## src/rtl/vec_alu_sequencer.sv

```systemverilog
`default_nettype none
// ============================================================================
// Module   : vec_alu_sequencer
// Brief    : Steps one vector instruction across LANES lanes. Each lane gets
//            L ALU cycles (EXEC) followed by one writeback/flag cycle (WB).
//            A FIN cycle then pulses done. All outputs are registered.
// Options  : VSEQ_PERF_CNT_EN adds perf_busy_cycles. This is a saturating
//            16-bit count of busy cycles.
// Revision : 1.0 - initial release
// ============================================================================
module vec_alu_sequencer #(
  parameter int LANES   = 4,
  parameter int MUL_LAT = 2,
  parameter int DIV_LAT = 8
) (
  input  logic                     clk,
  input  logic                     rst,
  input  logic                     in_valid,
  output logic                     in_ready,
  input  logic [3:0]               opcode,
  output logic [2:0]               alu_op,
  output logic                     alu_en,
  output logic [$clog2(LANES)-1:0] lane_sel,
  output logic                     wb_en,
  output logic                     flag_en,
  output logic                     busy,
  output logic                     done
`ifdef VSEQ_PERF_CNT_EN
  ,
  output logic [15:0]              perf_busy_cycles
`endif
);

  localparam int LW = $clog2(LANES);
  localparam logic [LW-1:0] C_LAST_LANE = LW'(LANES - 1);

  localparam logic [2:0] C_OP_NOP  = 3'b000;
  localparam logic [2:0] C_OP_PASS = 3'b001;
  localparam logic [2:0] C_OP_ADD  = 3'b010;
  localparam logic [2:0] C_OP_SUB  = 3'b011;
  localparam logic [2:0] C_OP_MUL  = 3'b100;
  localparam logic [2:0] C_OP_DIV  = 3'b101;

  typedef enum logic [1:0] {
    IDLE = 2'd0,
    EXEC = 2'd1,
    WB   = 2'd2,
    FIN  = 2'd3
  } state_t;

  state_t          r_state;
  logic [LW-1:0]   r_lane;
  logic [3:0]      r_cnt;
  logic [3:0]      r_opcode;

  // Opcode to ALU operation map.
  function automatic logic [2:0] decode(input logic [3:0] op);
    logic [2:0] d;
    d = C_OP_NOP;
    case (op)
      4'b0100, 4'b1101, 4'b1110, 4'b1111: d = C_OP_PASS;
      4'b1000, 4'b0000, 4'b0001:          d = C_OP_ADD;
      4'b1001, 4'b0101, 4'b0110:          d = C_OP_SUB;
      4'b1010:                            d = C_OP_MUL;
      4'b1011:                            d = C_OP_DIV;
      default:                            d = C_OP_NOP;
    endcase
    return d;
  endfunction

  // Per-lane ALU cycles minus one, which is the EXEC countdown start value.
  function automatic logic [3:0] lat_m1(input logic [2:0] d);
    logic [3:0] l;
    l = 4'd0;
    if (d == C_OP_MUL) l = 4'(MUL_LAT - 1);
    if (d == C_OP_DIV) l = 4'(DIV_LAT - 1);
    return l;
  endfunction

  // Compares (0101, 0110) and the bare PASS (0100) update no register.
  function automatic logic wants_wb(input logic [3:0] op);
    return !(op == 4'b0100 || op == 4'b0101 || op == 4'b0110);
  endfunction

  // Only compares update flags.
  function automatic logic wants_flag(input logic [3:0] op);
    return (op == 4'b0101 || op == 4'b0110);
  endfunction

  assign in_ready = (r_state == IDLE);
  assign busy     = (r_state != IDLE);

  // Sequencer FSM. Each output is loaded with the value it must hold in the state being entered.
  always_ff @(posedge clk or posedge rst) begin
    if (rst) begin
      r_state  <= IDLE;
      r_lane   <= '0;
      r_cnt    <= 4'd0;
      r_opcode <= 4'd0;
      alu_op   <= C_OP_NOP;
      alu_en   <= 1'b0;
      lane_sel <= '0;
      wb_en    <= 1'b0;
      flag_en  <= 1'b0;
      done     <= 1'b0;
    end else begin
      case (r_state)
        IDLE: begin
          if (in_valid) begin
            r_opcode <= opcode;
            r_lane   <= '0;
            lane_sel <= '0;
            if (decode(opcode) == C_OP_NOP) begin
              r_state <= FIN;
              done    <= 1'b1;
            end else begin
              r_state <= EXEC;
              r_cnt   <= lat_m1(decode(opcode));
              alu_op  <= decode(opcode);
              alu_en  <= 1'b1;
            end
          end
        end
        EXEC: begin
          if (r_cnt == 4'd0) begin
            r_state <= WB;
            alu_en  <= 1'b0;
            wb_en   <= wants_wb(r_opcode);
            flag_en <= wants_flag(r_opcode);
          end else begin
            r_cnt <= r_cnt - 4'd1;
          end
        end
        WB: begin
          wb_en   <= 1'b0;
          flag_en <= 1'b0;
          if (r_lane == C_LAST_LANE) begin
            r_state  <= FIN;
            alu_op   <= C_OP_NOP;
            lane_sel <= '0;
            done     <= 1'b1;
          end else begin
            r_state  <= EXEC;
            r_lane   <= r_lane + 1'b1;
            lane_sel <= r_lane + 1'b1;
            r_cnt    <= lat_m1(alu_op);
            alu_en   <= 1'b1;
          end
        end
        FIN: begin
          done    <= 1'b0;
          r_state <= IDLE;
        end
        default: begin
          r_state <= IDLE;
        end
      endcase
    end
  end

`ifdef VSEQ_PERF_CNT_EN
  // Saturating count of cycles spent busy.
  always_ff @(posedge clk or posedge rst) begin
    if (rst) begin
      perf_busy_cycles <= 16'd0;
    end else if (busy && perf_busy_cycles != 16'hFFFF) begin
      perf_busy_cycles <= perf_busy_cycles + 16'd1;
    end
  end
`endif

endmodule
`default_nettype wire

```

## config.mk

```make
export PLATFORM = sky130hd
export DESIGN_NAME = vec_alu_sequencer
export DESIGN_NICKNAME = d
export VERILOG_FILES = /design/src/rtl/vec_alu_sequencer.sv
export SDC_FILE = /design/constraint.sdc
export NUM_CORES = 1
export LEC_CHECK = 0
export BUFFER_PORTS_ARGS = -buffer_cell sky130_fd_sc_hd__clkbuf_2
export CELL_PAD_IN_SITES_DETAIL_PLACEMENT = 0
export CELL_PAD_IN_SITES_GLOBAL_PLACEMENT = 1
export CORE_MARGIN = 2
export CORE_UTILIZATION = 43
export DETAILED_ROUTE_END_ITERATION = 12
export PLACE_DENSITY = 0.85
export SLEW_MARGIN = 5
export SYNTH_ARGS = -nofsm -noshare
export SYNTH_HDL_FRONTEND = slang
export SYNTH_SLANG_ARGS = --single-unit
```

## constraint.sdc

```tcl
create_clock -name clk -period 1.87 [get_ports clk]
set_input_delay 0.187 -clock clk [delete_from_list [all_inputs] [get_ports clk]]
set_output_delay 0.187 -clock clk [all_outputs]
set_load 0.02 [all_outputs]
```

* Word-level counts from Yosys, hierarchy flattened
Memories as Yosys holds them, arrays and structs flattened.
Index checks and enable logic that the tools add are counted.
** Storage, ports and cells
- Register bits :: 21
- Memories :: 3
- Bits of input ports :: 7
- Output and inout port bits :: 11
- Bits in read-only memories :: 144
** Cells by class
- Eq/ne operators :: 18
- Multiplexer cells :: 41
- Reductions and logical operators :: 21
- $add $sub $neg :: 2
** Memory list
- (no name shown) :: words 16, width 3, read ports 1, clocked after Yosys merged registers in 0, wr ports 0, RTL line 60 : case (op)
- (no name shown) :: words 16, width 3, read ports 1, clocked after Yosys merged registers in 0, wr ports 0, RTL line 60
- (no name shown) :: words 16, width 3, read ports 1, clocked after Yosys merged registers in 0, wr ports 0, RTL line 60
** Operators with widths (count)
- 3-bit 2-to-1 mux :: 8
- 4-bit 2-to-1 mux :: 6
- 2-bit 2-to-1 mux :: 7
- 3-bit equality test, second input constant :: 4
- 4-bit by 3-bit equality test with 1-bit output, second input constant :: 3
- 2-bit inequality test, second input constant :: 6
- 4-bit one-hot mux with 3 select lines :: 1
- 1-bit 2-to-1 mux :: 11
- 5-bit AND reduction :: 2
- 2-bit one-hot mux with 2 select lines :: 2
- 2-bit one-hot mux with 4 select lines :: 1
- 2-bit AND reduction :: 4
- 4-bit AND reduction :: 2
- 2-bit equality test, second input constant :: 3
- 1-bit one-hot mux with 3 select lines :: 2
- 3-bit one-hot mux with 2 select lines :: 1
- 2-bit nonzero test :: 3
- 3-bit nonzero test :: 2
- 4-bit zero test :: 1
- 1-bit one-hot mux with 2 select lines :: 2
- 4-bit by 1-bit subtractor with 4-bit output, second input constant :: 1
- 3-bit zero test :: 1
- 1-bit logical OR :: 3
- 3-bit AND reduction :: 1
- other kinds (5) :: 5

* Logic depth before layout (Yosys ltp)
An unclocked memory read counts as a cell.
- Depth in word-level cells :: 13
- Gate-level depth with buffers :: 7

* Worst setup path after synthesis
Ideal clock, no wire load.
- Kind :: reg-to-reg
- From :: register r_state[0]
- To :: register r_lane[0]
- Path buffers :: 0
- Cell stages (with the launch flop) :: 8
- Setup slack :: -25 ps
- Period minus slack after synthesis :: 1895 ps
- Setup time :: 121 ps
- Data arrival time :: 1774 ps
- Required time :: 1749 ps
- Cell sequence :: dfrtp_1 > inv_1 > ha_1 > inv_1 > nor2_1 > nor2_1 > mux2_2 > a22o_1
** Between the ends
- Word-level cells in the longest chain between the ends :: 3
- Elaborated cells on any way between the ends :: 7
** Ends and longest elaborated chain
- start, declared :: RTL line 51 : state_t r_state;
- start signal, assigned :: RTL line 96 : r_state <= IDLE;
- start signal, assigned :: RTL line 114 : r_state <= FIN;
- start signal, assigned :: RTL line 117 : r_state <= EXEC;
- 2-bit zero test *
- named net in_ready :: RTL line 19 : output logic in_ready,
- 2-bit inequality test (no source line) or 2-bit nonzero test (tied branches)
- 3-bit AND reduction (no source line)
- end signal, assigned :: RTL line 144 : r_lane <= r_lane + 1'b1;
- end, declared :: RTL line 52 : logic [LW-1:0] r_lane;
Mark *: on every way through the listed nets, which the timed path passes. The rest lies on a longest branch.
A chain may end at the register's enable or synchronous reset.

* Worst setup path in the final report
- From :: register r_cnt[0]
- To :: register r_state[1]
** Between the ends
- Word-level cells in the longest chain between the ends :: 3
** Ends and longest elaborated chain
- start, declared :: RTL line 53 : logic [3:0] r_cnt;
- start signal, assigned :: RTL line 118 : r_cnt <= lat_m1(decode(opcode));
- start signal, assigned :: RTL line 131 : r_cnt <= r_cnt - 4'd1;
- start signal, assigned :: RTL line 146 : r_cnt <= lat_m1(alu_op);
- 4-bit zero test :: RTL line 125 : if (r_cnt == 4'd0) begin
- 2-bit inequality test (no source line)
- 2-bit AND reduction (no source line)
- end signal, assigned :: RTL line 126 : r_state <= WB;
- end signal, assigned :: RTL line 138 : r_state <= FIN;
- end signal, assigned :: RTL line 143 : r_state <= EXEC;
No other way between the ends.

==> impl_metrics.py <==
metrics = {
    "worst_setup_path": {
        "start_kind": "flop",
        "end_kind": "flop",
        "crit_required_ns": 2.12,
        "critPathKind": "flop to flop",
        "cp.arrival_ns": 2.02,
        "reg2reg_slack_ns": 0.11,
        "critPathMaxFanout": 4,
    },
    "timing": {
        "final.setup_skew_ns": 0.004546,
        "setup_violations": 0,
        "holdWs_ns": -0.009495,
        "rsz0062_at_grt": "yes",
        "relSlewSlack": 0.4700,
        "final.period_utilization": 0.9433,
        "maxSlewViolCount": 0,
        "max_freq_ghz": 0.5669,
        "timing.final.hold_violations": 21,
        "tns_ns": 0,
        "worst_pin_slew_ns": 0.7941,
        "finalCriticalPeriod_ns": 1.764,
    },
    "route": {
        "postRouteAntennaNets": 0,
        "drc_errors": 1,
        "viasPerCell": 5.698,
        "routedWlPerCell_um": 14.53,
        "drtPass1Iterations": 8,
        "drtIter0Drc": 45,
        "routed_wl_um": 2747,
        "vias": 1077,
    },
    "clock_network": {
        "cts_inserted_buffers": 3,
        "h-tree-depth": 1,
        "cts.sinks": 21,
        "cts-hold-fix-buffers": 0,
        "cts_tree": "done",
        "clk_pin_slew_ns": 0.12,
        "root_buffer": "clkbuf_4",
        "worstSkewPairLatency_ns": 0.30,
        "clockBufferDepth": 2,
    },
    "floorplanning": {
        "dieArea_mm2": 0.003439,
        "core-area_mm2": 0.002805,
        "dieHeight_um": 58.64,
        "rows": 19,
        "die_x_um": 58.64,
        "start_util": 0.4576,
        "ios": 18,
    },
    "grt": {
        "grt_overflow": 0,
        "grt_pass1_vias": 1070,
        "antenna_found_initial": 0,
        "grt_max_degree": 22,
        "grt_pass1_wl_um": 4505,
        "grt_util_all_layers": 0.1701,
    },
    "min_path": {
        "hold_class": "input port to asynchronous set/reset pin",
    },
    "yosys": {
        "ys_seq_area_frac": 0.4094,
        "synth_area_mm2": 0.001284,
        "netlist_instances": 127,
        "synth_edf_count": 0,
        "synth_cell_types": 40,
        "async_flop_share": 1.000,
        "synth_nets": 145,
        "yosysWarnings": 0,
        "synthFlopType": "dfrtp_1",
        "ys_ff_latch": 21,
        "syn_avg_cell_area_um2": 10.11,
    },
    "power": {
        "intPower_mw": 1.453,
        "p_clk_frac": 0.086,
        "powerDensity_mw_per_mm2": 1655,
        "swShare": 0.4333,
        "ir_worst_vdd_mv": 0.6426,
        "leakagePower_nw": 0.7550,
        "p_sw_mw": 1.111,
        "pwr-share-comb": 0.619,
        "seqPwrFrac": 0.295,
        "p_total_mw": 2.564,
    },
    "run_status": {
        "violations": "DRC, hold timing",
        "status": "finished with violations",
    },
    "final_layout": {
        "fin_cells": 189,
        "area_growth_pct": 20.66,
        "final_layout_size_suffix_gt1_frac": 0.3228,
        "nets": 177,
        "n_antenna_cell": 0,
        "nFillCells": 260,
    },
    "place": {
        "io_buffers": 17,
        "globalplace.congestion": 0.8330,
        "hpwl_um": 2111,
        "post-place-cells": 184,
    },
    "job": {
        "cap_violations": 0,
    },
}
flip-flops by register name (all words and copies together) (netlist names):
name	count
r_cnt	4
r_opcode	4
alu_op	3
lane_sel	2
r_lane	2
r_state	2
alu_en	1
done	1
flag_en	1
wb_en	1
final timing paths:
path	start	depth (start not counted)	to
max reg2reg	r_cnt[0]$_DFFE_PP0P_	7	r_state[1]$_DFFE_PP0P_
min reg2reg	r_opcode[3]$_DFFE_PP0P_	1	r_opcode[3]$_DFFE_PP0P_
max in group asynchronous	rst	2	alu_op[2]$_DFFE_PP0P_
min	rst	2	lane_sel[0]$_DFFE_PP0P_
max	r_cnt[0]$_DFFE_PP0P_	7	r_state[1]$_DFFE_PP0P_
min in group clk	opcode[1]	3	r_opcode[1]$_DFFE_PP0P_
worst max-delay path, cell delays in order, from the launching register on:
cell,delay [ns]
dfrtp_1,0.43
inv_1,0.10
ha_1,0.18
or3b_2,0.48
nand2_1,0.12
nand2_2,0.09
a211oi_2,0.22
a21o_1,0.10
Yosys cell counts (2+ instances only):
cell,n,area [um2]
inv_1,12,45.04
nor2_1,10,37.54
mux2_4,2,30.03
a21oi_1,5,25.02
mux2i_1,2,20.02
ha_1,11,137.6
a22o_1,4,35.03
clkbuf_1,2,7.510
dfrtp_1,21,525.5
a32o_1,3,30.03
nand2b_1,2,12.51
nor3_1,2,10.01
mux2_2,3,33.78
nor2b_1,2,12.51
o21ai_0,11,55.05
nand2_1,10,37.54
a211oi_1,2,15.01
cells in the final DEF (no fill, tap or decap), types with 3 or more instances in the layout:
cell type  synthesis  final
o21ai_0           11     11
a21oi_1            5      4
dfrtp_1           21     21
a22o_1             4      4
mux2_2             3      3
a32o_1             3      3
nand2_1           10      9
inv_1             12     12
clkbuf_4           0      3
nor2_1            10      9
ha_1              11     10
buf_4              0     12
clkbuf_2           0     17
power groups by stage:
| stage | clock (mW) | combinational [mW] | sequential [mW] |
|---|---|---|---|
| after floorplan | 0 | 0.976 | 0.827 |
| final | 0.221 | 1.59 | 0.755 |
| after global placement | 0 | 1.45 | 0.754 |
| after global routing | 0.247 | 1.75 | 0.781 |
| after detailed placement | 0 | 1.48 | 0.761 |
| after CTS | 0.224 | 1.48 | 0.754 |
repair_timing:
| item | CTS | global route |
|---|---|---|
| buffers inserted | 0 | 1 |
| endpoints found under the setup margin | 0 | 5 |
| gates resized for setup | 0 | 7 |
area by class of cell:
| class | instances | area [um2] | share of cell area |
|---|---|---|---|
| well taps | 31 | 38.79 | 0.02504 |
| multi-input cells | 92 | 738.2 | 0.4766 |
| inverters | 12 | 45.04 | 0.02908 |
| flip-flops and latches | 21 | 525.5 | 0.3393 |
| repair buffers | 29 | 175.2 | 0.1131 |
| clock buffers | 4 | 26.28 | 0.01696 |
routing by layer:
layer  up-vias  global-route usage  wire (um)
met1       525              0.2083       1309
met5         -                   0          0
met3         4             0.02637         90
met2        25              0.3066       1317
li1        523                   -          -
met4         0             0.05195         30
cells by family (layout without fill, tap and decap cells):
group / count (synthesis) / in the layout / share of synthesized area
AO/OA/AOI/OAI: 39 / 39 / 0.2310
AND/OR/NAND/NOR: 34 / 34 / 0.1394
flip-flops: 21 / 21 / 0.4094
buffers and inverters: 14 / 45 / 0.04094
adder cells (fa/ha/maj): 11 / 11 / 0.1072
multiplexers: 7 / 7 / 0.06530
XOR/XNOR: 1 / 1 / 0.006824
stage by stage:
stage	setup WS (ns)	util	hold WS [ns]	cell area, um2
6_report	0.1060	0.5522	-0.009495	1549
5_1_grt	-0.04557	0.5522	0.06590	1549
4_1_cts	0.01771	0.5388	0.02211	1511
3_5_place_dp	-0.07169	0.5294	0.3592	1485
3_3_place_gp	-0.1580	0.5294	0.3485	1485
2_1_floorplan	0.09955	-	0.1635	1286
(Power assumes the default switching activity.)
